File: src/rtl/jtopl_pkg.sv
// Shared OPL constants: register group bases, update-strobe indices and the default hold length.
package jtopl_pkg;

    localparam int SLOTS_DEF = 18;

    localparam logic [7:0] REG_TEST  = 8'h01;
    localparam logic [7:0] REG_MULT  = 8'h20;
    localparam logic [7:0] REG_KSLTL = 8'h40;
    localparam logic [7:0] REG_ARDR  = 8'h60;
    localparam logic [7:0] REG_SLRR  = 8'h80;
    localparam logic [7:0] REG_FNLO  = 8'hA0;
    localparam logic [7:0] REG_FNHI  = 8'hB0;
    localparam logic [7:0] REG_FBCON = 8'hC0;
    localparam logic [7:0] REG_WAV   = 8'hE0;
    localparam logic [7:0] REG_RHY   = 8'hBD;

    typedef enum logic [2:0] {
        STB_FBCON = 3'd0,
        STB_FNLO  = 3'd1,
        STB_FNHI  = 3'd2,
        STB_MULT  = 3'd3,
        STB_KSLTL = 3'd4,
        STB_ARDR  = 3'd5,
        STB_SLRR  = 3'd6,
        STB_WAV   = 3'd7
    } stb_e;

    localparam int NSTB = 8;

endpackage

File: src/rtl/jtopl_mmr_wr_if.sv
// CPU write bus of the OPL: 8-bit data, address/data port select, active-low chip select and write strobe.
// Handshake: a bus cycle is the interval where cpu_cs_n and cpu_wr_n are both low; the slave takes
// cpu_addr/cpu_din on the clk that sees that interval end, so both must stay valid until then.
interface jtopl_mmr_wr_if;
    logic [7:0] cpu_din;
    logic       cpu_addr;
    logic       cpu_cs_n;
    logic       cpu_wr_n;

    modport master (output cpu_din, cpu_addr, cpu_cs_n, cpu_wr_n);
    modport slave  (input  cpu_din, cpu_addr, cpu_cs_n, cpu_wr_n);
endinterface

File: src/rtl/jtopl_mmr_dec.sv
// Combinational OPL register address decoder: operator/channel register -> group, subslot, one-hot strobe.
module jtopl_mmr_dec
    import jtopl_pkg::*;
#(
    parameter bit WAV_EN = 1'b0
) (
    input  logic [7:0]      addr,
    output logic            mapped,
    output logic [1:0]      group,
    output logic [2:0]      sub,
    output logic [NSTB-1:0] stb
);

    stb_e       op_idx, ch_idx, idx;
    logic       op_hit, ch_hit, op_ok, ch_ok;
    logic [4:0] op_off;
    logic [3:0] ch_n;
    logic [1:0] ch_group;
    logic [2:0] ch_sub;

    always_comb begin
        op_off = addr[4:0];
        ch_n   = addr[3:0];
        // Offsets 6,7 within each 8-block and the whole 0x18-0x1F tail have no operator behind them
        op_ok  = (op_off[4:3] != 2'd3) && (op_off[2:0] < 3'd6);
        ch_ok  = (ch_n < 4'd9);

        op_hit = 1'b1;
        op_idx = STB_MULT;
        case ({addr[7:5], 5'd0})
            REG_MULT:  op_idx = STB_MULT;
            REG_KSLTL: op_idx = STB_KSLTL;
            REG_ARDR:  op_idx = STB_ARDR;
            REG_SLRR:  op_idx = STB_SLRR;
            REG_WAV: begin
                op_idx = STB_WAV;
                op_hit = WAV_EN;
            end
            default:   op_hit = 1'b0;
        endcase

        ch_hit = 1'b1;
        ch_idx = STB_FNLO;
        case ({addr[7:4], 4'd0})
            REG_FNLO:  ch_idx = STB_FNLO;
            REG_FNHI:  ch_idx = STB_FNHI;
            REG_FBCON: ch_idx = STB_FBCON;
            default:   ch_hit = 1'b0;
        endcase

        case (ch_n)
            4'd0:    begin ch_group = 2'd0; ch_sub = 3'd0; end
            4'd1:    begin ch_group = 2'd0; ch_sub = 3'd1; end
            4'd2:    begin ch_group = 2'd0; ch_sub = 3'd2; end
            4'd3:    begin ch_group = 2'd1; ch_sub = 3'd0; end
            4'd4:    begin ch_group = 2'd1; ch_sub = 3'd1; end
            4'd5:    begin ch_group = 2'd1; ch_sub = 3'd2; end
            4'd6:    begin ch_group = 2'd2; ch_sub = 3'd0; end
            4'd7:    begin ch_group = 2'd2; ch_sub = 3'd1; end
            4'd8:    begin ch_group = 2'd2; ch_sub = 3'd2; end
            default: begin ch_group = 2'd0; ch_sub = 3'd0; end
        endcase

        mapped = 1'b0;
        group  = 2'd0;
        sub    = 3'd0;
        idx    = STB_FBCON;
        if (op_hit && op_ok) begin
            mapped = 1'b1;
            group  = op_off[4:3];
            sub    = op_off[2:0];
            idx    = op_idx;
        end else if (ch_hit && ch_ok) begin
            mapped = 1'b1;
            group  = ch_group;
            sub    = ch_sub;
            idx    = ch_idx;
        end

        stb = mapped ? ({{(NSTB-1){1'b0}}, 1'b1} << idx) : '0;
    end

endmodule

File: src/rtl/jtopl_mmr_wr.sv
// OPL CPU write front-end: bus capture, request hold for one slot sweep, global regs 0x01/0xBD.
// Build option JTOPL_WAVSEL_EN (with OPL_TYPE>1) enables wave-select registers 0xE0-0xF5 and WSE.
module jtopl_mmr_wr
    import jtopl_pkg::*;
#(
    parameter int SLOTS    = SLOTS_DEF,
    parameter int OPL_TYPE = 1
) (
    input  logic            rst,
    input  logic            clk,
    input  logic            cen,
    jtopl_mmr_wr_if.slave   cpu,
    output logic            busy,
    output logic            overrun,
    output logic [7:0]      din,
    output logic            write,
    output logic [1:0]      sel_group,
    output logic [2:0]      sel_sub,
    output logic            up_fbcon,
    output logic            up_fnumlo,
    output logic            up_fnumhi,
    output logic            up_mult,
    output logic            up_ksl_tl,
    output logic            up_ar_dr,
    output logic            up_sl_rr,
    output logic            up_wav,
    output logic            rhy_en,
    output logic [4:0]      rhy_kon,
    output logic            am_dep,
    output logic            vib_dep,
    output logic            wave_mode
);

`ifdef JTOPL_WAVSEL_EN
    localparam bit WAVSEL_BUILD = 1'b1;
`else
    localparam bit WAVSEL_BUILD = 1'b0;
`endif
    localparam bit WAV_EN = WAVSEL_BUILD && (OPL_TYPE > 1);
    localparam int CW     = $clog2(SLOTS + 1);

    logic            wr_act, wr_act_q, accept;
    logic [7:0]      addr_q;
    logic [CW-1:0]   cnt;
    logic [NSTB-1:0] stb_q;
    logic            last_tick, free;
    logic            dec_mapped;
    logic [1:0]      dec_group;
    logic [2:0]      dec_sub;
    logic [NSTB-1:0] dec_stb;

    jtopl_mmr_dec #(.WAV_EN(WAV_EN)) u_dec (
        .addr   (addr_q),
        .mapped (dec_mapped),
        .group  (dec_group),
        .sub    (dec_sub),
        .stb    (dec_stb)
    );

    // A bus cycle is taken when it ends, so one long strobe still yields a single accept
    assign wr_act    = !cpu.cpu_cs_n && !cpu.cpu_wr_n;
    assign accept    = wr_act_q && !wr_act;
    // The sweep's last tick frees the slot in the same clk a new request may claim it
    assign last_tick = busy && cen && (cnt == CW'(1));
    assign free      = !busy || last_tick;

    always_ff @(posedge clk or posedge rst) begin
        if (rst) begin
            wr_act_q  <= 1'b0;
            addr_q    <= 8'h00;
            cnt       <= '0;
            stb_q     <= '0;
            busy      <= 1'b0;
            overrun   <= 1'b0;
            din       <= 8'h00;
            write     <= 1'b0;
            sel_group <= 2'd0;
            sel_sub   <= 3'd0;
            rhy_en    <= 1'b0;
            rhy_kon   <= 5'd0;
            am_dep    <= 1'b0;
            vib_dep   <= 1'b0;
            wave_mode <= 1'b0;
        end else begin
            wr_act_q <= wr_act;
            write    <= 1'b0;

            if (busy && cen) begin
                cnt <= cnt - CW'(1);
                if (cnt == CW'(1)) begin
                    busy  <= 1'b0;
                    stb_q <= '0;
                end
            end

            if (accept && !cpu.cpu_addr) begin
                addr_q <= cpu.cpu_din;
            end

            if (accept && cpu.cpu_addr) begin
                if (dec_mapped) begin
                    if (free) begin
                        write     <= 1'b1;
                        din       <= cpu.cpu_din;
                        sel_group <= dec_group;
                        sel_sub   <= dec_sub;
                        stb_q     <= dec_stb;
                        busy      <= 1'b1;
                        cnt       <= CW'(SLOTS);
                    end else begin
                        overrun   <= 1'b1;
                    end
                end else begin
                    write <= 1'b1;
                    if (addr_q == REG_RHY) begin
                        {am_dep, vib_dep, rhy_en, rhy_kon} <= cpu.cpu_din;
                    end
                    if (WAV_EN && (addr_q == REG_TEST)) begin
                        wave_mode <= cpu.cpu_din[5];
                    end
                end
            end
        end
    end

    assign up_fbcon  = stb_q[STB_FBCON];
    assign up_fnumlo = stb_q[STB_FNLO];
    assign up_fnumhi = stb_q[STB_FNHI];
    assign up_mult   = stb_q[STB_MULT];
    assign up_ksl_tl = stb_q[STB_KSLTL];
    assign up_ar_dr  = stb_q[STB_ARDR];
    assign up_sl_rr  = stb_q[STB_SLRR];
    assign up_wav    = stb_q[STB_WAV];

endmodule

File: src/flat_wrapper.sv
// flat-port wrapper written by rule: the top's interface ports become plain ports
module jtopl_mmr_wr_flat import jtopl_pkg::*;
#(
    parameter int SLOTS    = SLOTS_DEF,
    parameter int OPL_TYPE = 1
)
  (rst, clk, cen, busy, overrun, din, write, sel_group, sel_sub, up_fbcon, up_fnumlo, up_fnumhi, up_mult, up_ksl_tl, up_ar_dr, up_sl_rr, up_wav, rhy_en, rhy_kon, am_dep, vib_dep, wave_mode, cpu_cpu_din, cpu_cpu_addr, cpu_cpu_cs_n, cpu_cpu_wr_n);
  jtopl_mmr_wr_if cpu_i ();
  input  logic rst;
  input  logic clk;
  input  logic cen;
  output logic busy;
  output logic overrun;
  output logic [7:0] din;
  output logic write;
  output logic [1:0] sel_group;
  output logic [2:0] sel_sub;
  output logic up_fbcon;
  output logic up_fnumlo;
  output logic up_fnumhi;
  output logic up_mult;
  output logic up_ksl_tl;
  output logic up_ar_dr;
  output logic up_sl_rr;
  output logic up_wav;
  output logic rhy_en;
  output logic [4:0] rhy_kon;
  output logic am_dep;
  output logic vib_dep;
  output logic wave_mode;
  input wire logic [$bits(cpu_i.cpu_din)-1:0] cpu_cpu_din;
  input wire logic [$bits(cpu_i.cpu_addr)-1:0] cpu_cpu_addr;
  input wire logic [$bits(cpu_i.cpu_cs_n)-1:0] cpu_cpu_cs_n;
  input wire logic [$bits(cpu_i.cpu_wr_n)-1:0] cpu_cpu_wr_n;
  assign cpu_i.cpu_din = cpu_cpu_din;
  assign cpu_i.cpu_addr = cpu_cpu_addr;
  assign cpu_i.cpu_cs_n = cpu_cpu_cs_n;
  assign cpu_i.cpu_wr_n = cpu_cpu_wr_n;
  jtopl_mmr_wr #(.SLOTS(SLOTS), .OPL_TYPE(OPL_TYPE)) u_core (.rst(rst), .clk(clk), .cen(cen), .cpu(cpu_i), .busy(busy), .overrun(overrun), .din(din), .write(write), .sel_group(sel_group), .sel_sub(sel_sub), .up_fbcon(up_fbcon), .up_fnumlo(up_fnumlo), .up_fnumhi(up_fnumhi), .up_mult(up_mult), .up_ksl_tl(up_ksl_tl), .up_ar_dr(up_ar_dr), .up_sl_rr(up_sl_rr), .up_wav(up_wav), .rhy_en(rhy_en), .rhy_kon(rhy_kon), .am_dep(am_dep), .vib_dep(vib_dep), .wave_mode(wave_mode));
endmodule
File: config.mk
export PLATFORM = sky130hd
export DESIGN_NAME = jtopl_mmr_wr_flat
export DESIGN_NICKNAME = d
export VERILOG_FILES = /design/src/rtl/jtopl_pkg.sv /design/src/rtl/jtopl_mmr_wr_if.sv /design/src/rtl/jtopl_mmr_dec.sv /design/src/rtl/jtopl_mmr_wr.sv /design/src/flat_wrapper.sv
export SDC_FILE = /design/constraint.sdc
export NUM_CORES = 1
export LEC_CHECK = 0
export ABC_AREA = 1
export CAP_MARGIN = 20
export CORE_MARGIN = 1
export CORE_UTILIZATION = 35
export CTS_BUF_LIST = sky130_fd_sc_hd__clkbuf_2
export CTS_CLUSTER_DIAMETER = 80
export CTS_CLUSTER_SIZE = 28
export DETAILED_ROUTE_END_ITERATION = 10
export MAX_ROUTING_LAYER = met4
export PLACE_DENSITY = 0.69
export SYNTH_ARGS = -nofsm -noshare
export SYNTH_HDL_FRONTEND = slang
export SYNTH_SLANG_ARGS = --single-unit
File: constraint.sdc
create_clock -name clk -period 2 [get_ports clk]
set_input_delay 0.2 -clock clk [delete_from_list [all_inputs] [get_ports clk]]
set_output_delay 0.2 -clock clk [all_outputs]
set_load 0.05 [all_outputs]
==> results.cfg, run 1 <==
[global_routing]
grt_pass1_wl_mm = 7.73
antenna_found_initial = 0
globalRouteTotalUtil_pct = 15.2
grt_overflow = 0
grt_max_degree = 47
grt_pass1_vias = 1774

[sta]
finalSetupViolations = 0
fin_skew_ns = 0.00608
drv_slew = 0
finalHoldViolCount = 0
relSlewSlack_pct = 62.5
setup_tns_ns = 0
worst_slew_pin_slew_ns = 0.563
fin_hold_ws_ns = 0.218
fmax_ghz = 0.531
fin_crit_ns = 1.88
fin_crit_sh_pct = 94.1
grt_setup_unrepaired = false

[setup_path]
startpoint_type = flop
worst_path_dominant_cell_family = buffers and inverters
cp_slowest_stage_delay_ns = 0.83
setup.worst_path.start = u_core.busy$_DFF_PP0_
worst-path-stages = 1
cp_num_buf_inv = 1
cp_slowest_cell = clkdlybuf4s50_1
rr_worst_depth = 10
arrival_ns = 1.68
critPathKind = flop to output port
crit_chain = clkdlybuf4s50_1
crit_required_ns = 1.80
end_kind = output port
r2r_slack_ns = 0.21
r2r-start = u_core.addr_q[1]$_DFFE_PP0P_
cp_max_fo = 4

[power_and_ir_drop]
swShare_pct = 46.0
clkPwrFrac_pct = 12.7
fin_total_pwr_mw = 3.75
vdd_ir_drop_max_uv = 637
powerDensity_mw_per_mm2 = 1320
switchingPower_mw = 1.72
leakagePower_nw = 1.40
internal-power_mw = 2.03
power.share.combinational_pct = 49.5
seqPwrFrac_pct = 37.8

[clock_tree]
clk_path_buf_depth = 2
post_cts_buffers = 0
numClockSinks = 46
clock_latency_ns = 0.39
root_buffer = clkbuf_2
clk_transition_reported_paths_ns = 0.21
cts_made_buffers = 5
htree_levels = 2
cts_hold_buf = 0
cts_resized = 0
cts_tree = done

[floorplanning]
io_pins = 47
rows = 28
fp.dieW_um = 82.6
die_area_mm2 = 0.00682
fp.dieH_um = 82.6
core_area_mm2 = 0.00610
start_util_pct = 37.3

[synth]
synth_enable_flop_cells = 0
synth.distinct_cells = 32
yosysTopAreaCell = dfrtp_1
yosysTopAreaCellShare_pct = 50.6
yosys-top-cells-count = nand2_1, dfrtp_1, inv_1
synthesis.area_mm2 = 0.00227
synth_area_per_cell_um2 = 8.74
synthFlopType = dfrtp_1
synth.top_cells.by_area = dfrtp_1, nand2_1, o21ai_0, inv_1, ha_1
async_flop_share_pct = 100
synth_fp_nets = 281
yosysMostFrequentCell = nand2_1
ys_ff_latch = 46
syn_inst = 260
yosys_warnings = 1
yosysSeqAreaShare_pct = 50.6

[finish]
multi_input_area_um2 = 941
nFillCells = 593
antenna_cells = 0
fin_nets = 330
drive_above_1_share_pct = 11.3
syn2layout_area_growth_pct = 25.2
area.sequential_mm2 = 0.00115

[place]
gp_congestion = 0.809
port-buffer-count = 45
hpwl_mm = 3.27

[drt]
wl_per_cell_um = 11.5
first_pass_iters = 4
drt_drc_violations_left = 0
final_antenna_net_count = 0
vias = 1800
drt-total-wl_mm = 4.43
viasPerCell = 4.69
drtIter0Drc = 75

[status]
outcome = finished, final reports clean

[job]
maxCapViolations = 0

[min_path]
worstHoldPathType = input pin to asynchronous set/reset pin
-- flip-flops by register name, indices dropped and copies added (netlist names) --
signal	cells
u_core.din	8
u_core.write	1
u_core.sel_group	2
u_core.am_dep	1
u_core.cnt	5
u_core.rhy_kon	5
u_core.vib_dep	1
u_core.sel_sub	3
u_core.busy	1
u_core.addr_q	8
u_core.overrun	1
u_core.rhy_en	1
u_core.stb_q	8
u_core.wr_act_q	1
-- worst paths after layout --
kind	end
setup / recovery	busy
hold / removal	u_core.rhy_en$_DFFE_PP0P_
setup reg to reg	u_core.din[5]$_DFFE_PP0P_
hold reg to reg	u_core.din[0]$_DFFE_PP0P_
max in group asynchronous	u_core.din[3]$_DFFE_PP0P_
min in group clk	u_core.din[4]$_DFFE_PP0P_
-- through the flow --
| step | instances | util, % | setup WS, ns | area, um2 |
|---|---|---|---|---|
| 2_1_floorplan | 260 | - | 0.279 | 2270 |
| 3_3_place_gp | 377 | 45.7 | 0.186 | 2790 |
| 3_5_place_dp | 377 | 45.7 | 0.145 | 2790 |
| 4_1_cts | 384 | 46.7 | 0.0790 | 2850 |
| 5_1_grt | 384 | 46.7 | 0.00889 | 2850 |
| 6_report | 384 | 46.7 | 0.117 | 2850 |
-- cell type report --
class	instances	share of cell area [%]
Clock inverter	2	1.19
Clock buffer	5	0.880
Multi-Input combinational cell	175	33.1
Inverter	32	4.22
Timing Repair Buffer	49	16.9
Sequential cell	46	40.5
Tap cell	75	3.30
-- cell families after synthesis --
logic type                 Yosys count  synth area share, %
AOI/OAI and AO/OA                   46                 12.3
xor gates and xnor gates             1                0.385
adders and majority gates            7                 3.85
buffers and inverters               39                 7.98
DFF                                 46                 50.6
other                                1                0.165
and+or+nand+nor                    120                 24.7
-- power by group through the flow --
| stage | registers (mW) | logic, mW | clock network, mW |
|---|---|---|---|
| 5_1_grt | 1.45 | 2.03 | 0.544 |
| 3_3_place_gp | 1.44 | 1.83 | 0 |
| 3_5_place_dp | 1.44 | 1.86 | 0 |
| 4_1_cts | 1.42 | 1.87 | 0.496 |
| 6_report | 1.42 | 1.86 | 0.475 |
| 2_1_floorplan | 2.06 | 0.673 | 0 |
-- placed cells by master (no fill, tap or decap), drive strengths merged --
| master | synthesis | layout |
|---|---|---|
| and3 | 1 | 1 |
| a21oi | 5 | 5 |
| bufinv | 0 | 1 |
| o21ai | 37 | 37 |
| nor3 | 4 | 4 |
| inv | 32 | 31 |
| o21a | 1 | 1 |
| nand4 | 3 | 3 |
| nand3 | 19 | 19 |
| nor2 | 15 | 15 |
| nand2 | 76 | 76 |
| o2111ai | 1 | 1 |
| clkinv | 0 | 2 |
| dfrtp | 46 | 46 |
| o211ai | 1 | 1 |
| o21bai | 1 | 1 |
| xor2 | 1 | 1 |
| clkbuf | 1 | 5 |
| clkdlybuf4s50 | 0 | 45 |
| buf | 6 | 4 |
| conb | 1 | 1 |
| or2 | 2 | 2 |
| ha | 7 | 7 |
-- routing by layer --
metal	GRT usage [%]	part of all wire (%)	wire (um)	vias to the layer above
met2	24.3	45	2000	43
met1	20.1	51	2240	816
met3	2.64	3.6	160	4
met4	3.79	0.77	34	0
met5	-	0	0	-
li1	-	-	-	937
No activity file was read; power rests on OpenSTA's default activity.
==> run 2: changes to the inputs <==
--- a/config.mk
+++ b/config.mk
@@ -6,7 +6,6 @@
 export NUM_CORES = 1
 export LEC_CHECK = 0
 export ABC_AREA = 1
-export CAP_MARGIN = 20
 export CORE_MARGIN = 1
 export CORE_UTILIZATION = 35
 export CTS_BUF_LIST = sky130_fd_sc_hd__clkbuf_2
==> results of run 2 <==
No change in the layout: final DEF, timing and power equal those of run 1.
